===== src/rtl/switch_arbiter_if.sv =====
// -----------------------------------------------------------------------------
// switch_arbiter_if
//   Bundles the request/grant and switch-select signals between the two
//   requesters (CPU core, DMA engine) and the switch_arbiter.
//
//   Signals:
//     req        [1:0] req[i] high = requester i wants the switch
//     dst        [1:0] dst[i] = switch output targeted by requester i
//     gnt        [1:0] one-hot grant, 00 when the switch has no owner
//     in_select        switch input select (current or last owner index)
//     out_select       switch output select (latched dst of that owner)
//     sw_en            high only while an owner holds the switch
//
//   Modports:
//     master : requester side (drives req/dst, observes grant and selects)
//     slave  : arbiter side   (observes req/dst, drives grant and selects)
// -----------------------------------------------------------------------------
interface switch_arbiter_if;
  logic [1:0] req;
  logic [1:0] dst;
  logic [1:0] gnt;
  logic       in_select;
  logic       out_select;
  logic       sw_en;

  modport master (
    output req, dst,
    input  gnt, in_select, out_select, sw_en
  );

  modport slave (
    input  req, dst,
    output gnt, in_select, out_select, sw_en
  );
endinterface : switch_arbiter_if


===== src/rtl/switch_arbiter.sv =====
// -----------------------------------------------------------------------------
// switch_arbiter
//   Sequencing controller for the shared 2-to-2 bus switch. Arbitrates two
//   requesters round-robin, drives the switch selects from registered grant
//   state and inserts a dead (TURN) cycle between owners so the switch's
//   tri-stated outputs never see two drivers.
//
//   Build option:
//     SWITCH_ARB_TIMEOUT_EN  when defined, an owner that has held the switch
//                            for HOLD_MAX cycles is forced off as soon as the
//                            other requester is waiting. When undefined the
//                            only release path is the owner dropping req.
//
//   Parameters:
//     HOLD_MAX   maximum grant length under contention (1..2^CNT_WIDTH-1)
//     CNT_WIDTH  hold counter width
//
//   Ports:
//     clk      system clock, rising edge
//     reset_n  asynchronous active-low reset
//     bus      switch_arbiter_if.slave (req, dst in; gnt, selects, sw_en out)
// -----------------------------------------------------------------------------
module switch_arbiter #(
  parameter int HOLD_MAX  = 8,
  parameter int CNT_WIDTH = 4
) (
  input  logic               clk,
  input  logic               reset_n,
  switch_arbiter_if.slave    bus
);

  typedef enum logic [1:0] {
    IDLE = 2'd0,
    OWN  = 2'd1,
    TURN = 2'd2
  } state_t;

  // Reject an out-of-range hold limit when the design is elaborated.
  if (HOLD_MAX < 1 || HOLD_MAX > (2 ** CNT_WIDTH) - 1) begin : g_bad_hold_max
    $error("switch_arbiter: HOLD_MAX out of range for CNT_WIDTH");
  end

  state_t     r_state,    w_state_nxt;
  logic [1:0] r_gnt,      w_gnt_nxt;
  logic       r_in_sel,   w_in_sel_nxt;
  logic       r_out_sel,  w_out_sel_nxt;
  logic       r_sw_en,    w_sw_en_nxt;
  logic       r_prio,     w_prio_nxt;   // requester that wins the next tie
  logic       w_win;                    // winner index while in IDLE

`ifdef SWITCH_ARB_TIMEOUT_EN
  logic [CNT_WIDTH-1:0] r_cnt, w_cnt_nxt;
  localparam logic [CNT_WIDTH-1:0] HOLD_LIM = CNT_WIDTH'(HOLD_MAX);
`endif

  // ---------------------------------------------------------------------------
  // State and output registers
  // ---------------------------------------------------------------------------
  // NOTE: sequential state uses non-blocking (<=) so every register samples
  // the pre-edge value of the others; blocking here would create ordering bugs.
  always_ff @(posedge clk or negedge reset_n) begin
    if (!reset_n) begin
      r_state   <= IDLE;
      r_gnt     <= 2'b00;
      r_in_sel  <= 1'b0;
      r_out_sel <= 1'b0;
      r_sw_en   <= 1'b0;
      r_prio    <= 1'b0;
`ifdef SWITCH_ARB_TIMEOUT_EN
      r_cnt     <= '0;
`endif
    end else begin
      r_state   <= w_state_nxt;
      r_gnt     <= w_gnt_nxt;
      r_in_sel  <= w_in_sel_nxt;
      r_out_sel <= w_out_sel_nxt;
      r_sw_en   <= w_sw_en_nxt;
      r_prio    <= w_prio_nxt;
`ifdef SWITCH_ARB_TIMEOUT_EN
      r_cnt     <= w_cnt_nxt;
`endif
    end
  end

  // ---------------------------------------------------------------------------
  // Next-state and next-output logic
  // ---------------------------------------------------------------------------
  always_comb begin
    // NOTE: every signal assigned in this block gets a default first; any
    // path that skipped an assignment would otherwise infer a latch.
    w_state_nxt   = r_state;
    w_gnt_nxt     = r_gnt;
    w_in_sel_nxt  = r_in_sel;
    w_out_sel_nxt = r_out_sel;
    w_sw_en_nxt   = r_sw_en;
    w_prio_nxt    = r_prio;
    w_win         = 1'b0;
`ifdef SWITCH_ARB_TIMEOUT_EN
    w_cnt_nxt     = r_cnt;
`endif

    unique case (r_state)
      IDLE: begin
        w_gnt_nxt   = 2'b00;
        w_sw_en_nxt = 1'b0;
        if (|bus.req) begin
          // A lone requester wins outright; a tie goes to the pointer.
          w_win         = (&bus.req) ? r_prio : bus.req[1];
          w_state_nxt   = OWN;
          w_gnt_nxt     = w_win ? 2'b10 : 2'b01;
          w_in_sel_nxt  = w_win;
          w_out_sel_nxt = bus.dst[w_win];
          w_sw_en_nxt   = 1'b1;
          w_prio_nxt    = ~w_win;
`ifdef SWITCH_ARB_TIMEOUT_EN
          w_cnt_nxt     = CNT_WIDTH'(1);
`endif
        end
      end

      OWN: begin
        // Selects stay frozen; r_in_sel is the owner index.
        if (!bus.req[r_in_sel]) begin
          w_state_nxt = TURN;
          w_gnt_nxt   = 2'b00;
          w_sw_en_nxt = 1'b0;
        end
`ifdef SWITCH_ARB_TIMEOUT_EN
        else if (r_cnt == HOLD_LIM && bus.req[~r_in_sel]) begin
          w_state_nxt = TURN;
          w_gnt_nxt   = 2'b00;
          w_sw_en_nxt = 1'b0;
        end else if (r_cnt != HOLD_LIM) begin
          w_cnt_nxt = r_cnt + CNT_WIDTH'(1);
        end
`endif
      end

      TURN: begin
        // Single dead cycle; selects keep the last owner's values.
        w_state_nxt = IDLE;
        w_gnt_nxt   = 2'b00;
        w_sw_en_nxt = 1'b0;
      end

      default: begin
        w_state_nxt = IDLE;
        w_gnt_nxt   = 2'b00;
        w_sw_en_nxt = 1'b0;
      end
    endcase
  end

  assign bus.gnt        = r_gnt;
  assign bus.in_select  = r_in_sel;
  assign bus.out_select = r_out_sel;
  assign bus.sw_en      = r_sw_en;

endmodule : switch_arbiter


===== src/flat_wrapper.sv =====
// flat-port wrapper written by rule: the top's interface ports become plain ports
module switch_arbiter_flat 
#(
  parameter int HOLD_MAX  = 8,
  parameter int CNT_WIDTH = 4
)
  (clk, reset_n, bus_req, bus_dst, bus_gnt, bus_in_select, bus_out_select, bus_sw_en);
  switch_arbiter_if bus_i ();
  input  logic clk;
  input  logic reset_n;
  input wire logic [$bits(bus_i.req)-1:0] bus_req;
  input wire logic [$bits(bus_i.dst)-1:0] bus_dst;
  output wire logic [$bits(bus_i.gnt)-1:0] bus_gnt;
  output wire logic [$bits(bus_i.in_select)-1:0] bus_in_select;
  output wire logic [$bits(bus_i.out_select)-1:0] bus_out_select;
  output wire logic [$bits(bus_i.sw_en)-1:0] bus_sw_en;
  assign bus_i.req = bus_req;
  assign bus_i.dst = bus_dst;
  assign bus_gnt = bus_i.gnt;
  assign bus_in_select = bus_i.in_select;
  assign bus_out_select = bus_i.out_select;
  assign bus_sw_en = bus_i.sw_en;
  switch_arbiter #(.HOLD_MAX(HOLD_MAX), .CNT_WIDTH(CNT_WIDTH)) u_core (.clk(clk), .reset_n(reset_n), .bus(bus_i));
endmodule

===== config.mk =====
export PLATFORM = sky130hd
export DESIGN_NAME = switch_arbiter_flat
export DESIGN_NICKNAME = d
export VERILOG_FILES = /design/src/rtl/switch_arbiter_if.sv /design/src/rtl/switch_arbiter.sv /design/src/flat_wrapper.sv
export SDC_FILE = /design/constraint.sdc
export NUM_CORES = 1
export LEC_CHECK = 0
export ABC_AREA = 1
export BUFFER_PORTS_ARGS = -buffer_cell sky130_fd_sc_hd__buf_2
export CAP_MARGIN = 0
export CORE_AREA = 2 2 39 41
export CTS_CLUSTER_DIAMETER = 200
export DETAILED_ROUTE_END_ITERATION = 10
export DIE_AREA = 0 0 41 43
export GPL_TIMING_DRIVEN = 0
export REMOVE_ABC_BUFFERS = 1
export SETUP_SLACK_MARGIN = 0.2
export SYNTH_ARGS = -nofsm -noshare
export SYNTH_HDL_FRONTEND = slang
export SYNTH_SLANG_ARGS = --single-unit

===== constraint.sdc =====
create_clock -name clk -period 2.6 [get_ports clk]
set_input_delay 0 -clock clk [delete_from_list [all_inputs] [get_ports clk]]
set_output_delay 0 -clock clk [all_outputs]
set_load 0.05 [all_outputs]

==> impl_metrics.json <==
{
  "drtAntennaViolNets": 0,
  "port_buffers": 10,
  "first_iter_violations": 11,
  "period_share_pct": 36.3,
  "synth_seq_cells": 8,
  "cp_data_arrival_time_ns": 1.08,
  "cts_setup_buffers": 0,
  "p_per_area_mw_per_mm2": 1440,
  "gp_congestion": 0.759,
  "grt_pass1_wl_um": 1120,
  "setup_tns_ns": 0,
  "finalPower_mw": 0.641,
  "maxSlewHeadroom_pct": 83.5,
  "drt_pass1_iterations": 4,
  "antenna_cells": 0,
  "synthCells": 37,
  "setup_violations": 0,
  "clockRootBuffer": "clkbuf_4",
  "wire_per_inst_um": 9.88,
  "fmax_ghz": 1.06,
  "drc": 0,
  "skew_ns": 0.00276,
  "wirelength_um": 662,
  "setup_slack_ns": 1.66,
  "status": "complete, no violations",
  "postSynthAreaPerCell_um2": 9.23,
  "ir_drop_uv": 380,
  "grt_pass1_vias": 287,
  "worstSetupStartpointType": "register",
  "cts_sinks": 8,
  "ys_seq_area_share_pct": 58.6,
  "ctsHoldBuffers": 1,
  "die_height_um": 43,
  "grt_max_degree": 9,
  "core-area_mm2": 0.00138,
  "mostFrequentLayoutCells": "nand2_1, buf_2, dfrtp_1, nand3_1, clkbuf_4",
  "synth.largest_area_cell": "dfrtp_1",
  "fill_cells": 154,
  "fp.dieW_um": 41,
  "numCtsBuffers": 3,
  "worstSetupEndpointType": "register",
  "rsz0062_at_grt": "false",
  "clockBufferDepth": 2,
  "area_growth_pct": 30.0,
  "slew_violations": 0,
  "critPathKind": "register to register",
  "antenna_found_initial": 0,
  "htreeDepth": 1,
  "final_common_cell": "nand2_1",
  "grt_remaining_overflow": 0,
  "maxCapViolations": 0,
  "nets": 59,
  "yosys-top-cells-area": "dfrtp_1, nand2_1, nand3_1, o21ai_2, nor2_4",
  "vias": 280,
  "power_leakage_nw": 0.242,
  "clk_pin_slew_ns": 0.05,
  "preCtsSetupSlack_ns": 1.65,
  "initial_core_util_pct": 24.7,
  "dp_hpwl_um": 528,
  "clock_latency_ns": 0.25,
  "cp_max_fo": 5,
  "placed_cell_area_um2": 412,
  "min_period_ns": 0.943,
  "cp_data_required_time_ns": 2.73,
  "cts_resized": 0,
  "worst_pin_slew_ns": 0.249,
  "hold_slack_ns": 0.00284,
  "io_pins": 11,
  "synth_top_area_share_pct": 58.6,
  "hold_path_class": "input pin to register",
  "yosysWarnings": 0,
  "drt-vias-per-instance": 4.18,
  "track_usage_pct": 9.80,
  "hold_viol_final": 0,
  "fp-row-count": 14,
  "die-area_mm2": 0.00176,
  "layout-drive-gt1-share_pct": 35.3,
  "synth_cell_types": 11,
  "cts_tree": "built",
  "stdcell_area_um2": 444,
  "syn_area_um2": 342
}
## per-stage QoR
step,instances,util [%]
6_report,67,32.1
5_1_grt,67,32.1
4_1_cts,67,32.1
3_5_place_dp,63,29.7
3_3_place_gp,63,29.7
2_1_floorplan,37,-
## metal layers
metal	vias to the layer above	track usage, %	share of wire [%]
met5	-	0	0
li1	149	-	-
met4	0	8.00	3.5
met3	3	3.14	8.6
met2	11	11.9	38
met1	117	13.4	50
## worst max-delay path, stage by stage (launching register included)
cell and delay, ns:
dfrtp_1 0.42, nor2_4 0.15, o21ai_2 0.11, nand2_1 0.07, nand3_1 0.07
## synthesized netlist by cell type
| cell type | n |
|---|---|
| o21ai_2 | 2 |
| nand3_1 | 6 |
| nand2_1 | 13 |
| nor2_4 | 1 |
| nor3_1 | 1 |
| nand4_1 | 1 |
| a21oi_1 | 1 |
| inv_2 | 1 |
| nor2_2 | 1 |
| dfrtp_1 | 8 |
| inv_1 | 2 |
## power breakdown
part / switching, mW / internal [mW] / total, mW
clock network: 0.0412 / 0.0528 / 0.0940
registers: 0.0459 / 0.185 / 0.231
logic: 0.233 / 0.0827 / 0.316
total: 0.320 / 0.321 / 0.641
## layout make-up
class	instances	area, um2	area share, %
Tap cell	16	20.0	4.51
Multi-Input combinational cell	26	130	29.3
Inverter	3	11.3	2.54
Clock buffer	3	22.5	5.07
Sequential cell	8	200	45.1
Timing Repair Buffer	11	60.1	13.5
## sequential cells by signal, indices dropped and copies added (netlist names)
signal and count:
u_core.bus.gnt 2, u_core.r_state 2, u_core.bus.in_select 1, u_core.bus.out_select 1, u_core.bus.sw_en 1, u_core.r_prio 1
## final timing paths
check,depth (start not counted),slack (ns),to,startpoint
setup / recovery,4,1.66,u_core.bus.out_select,u_core.r_state[1]
hold / removal,3,0.003,u_core.bus.out_select,bus_dst[0]
setup reg to reg,4,1.66,u_core.bus.out_select,u_core.r_state[1]
hold reg to reg,2,0.49,u_core.bus.out_select,u_core.bus.out_select
max in group asynchronous,2,2.31,u_core.bus.in_select,reset_n
min in group asynchronous,2,0.12,u_core.r_prio,reset_n
## kinds of logic after synthesis
logic type | after synthesis | share of synthesized area, %
buf+inv | 3 | 3.30
compound gates | 3 | 6.59
flops | 8 | 58.6
simple gates | 23 | 31.5
Power figures use the tool's default switching activity.
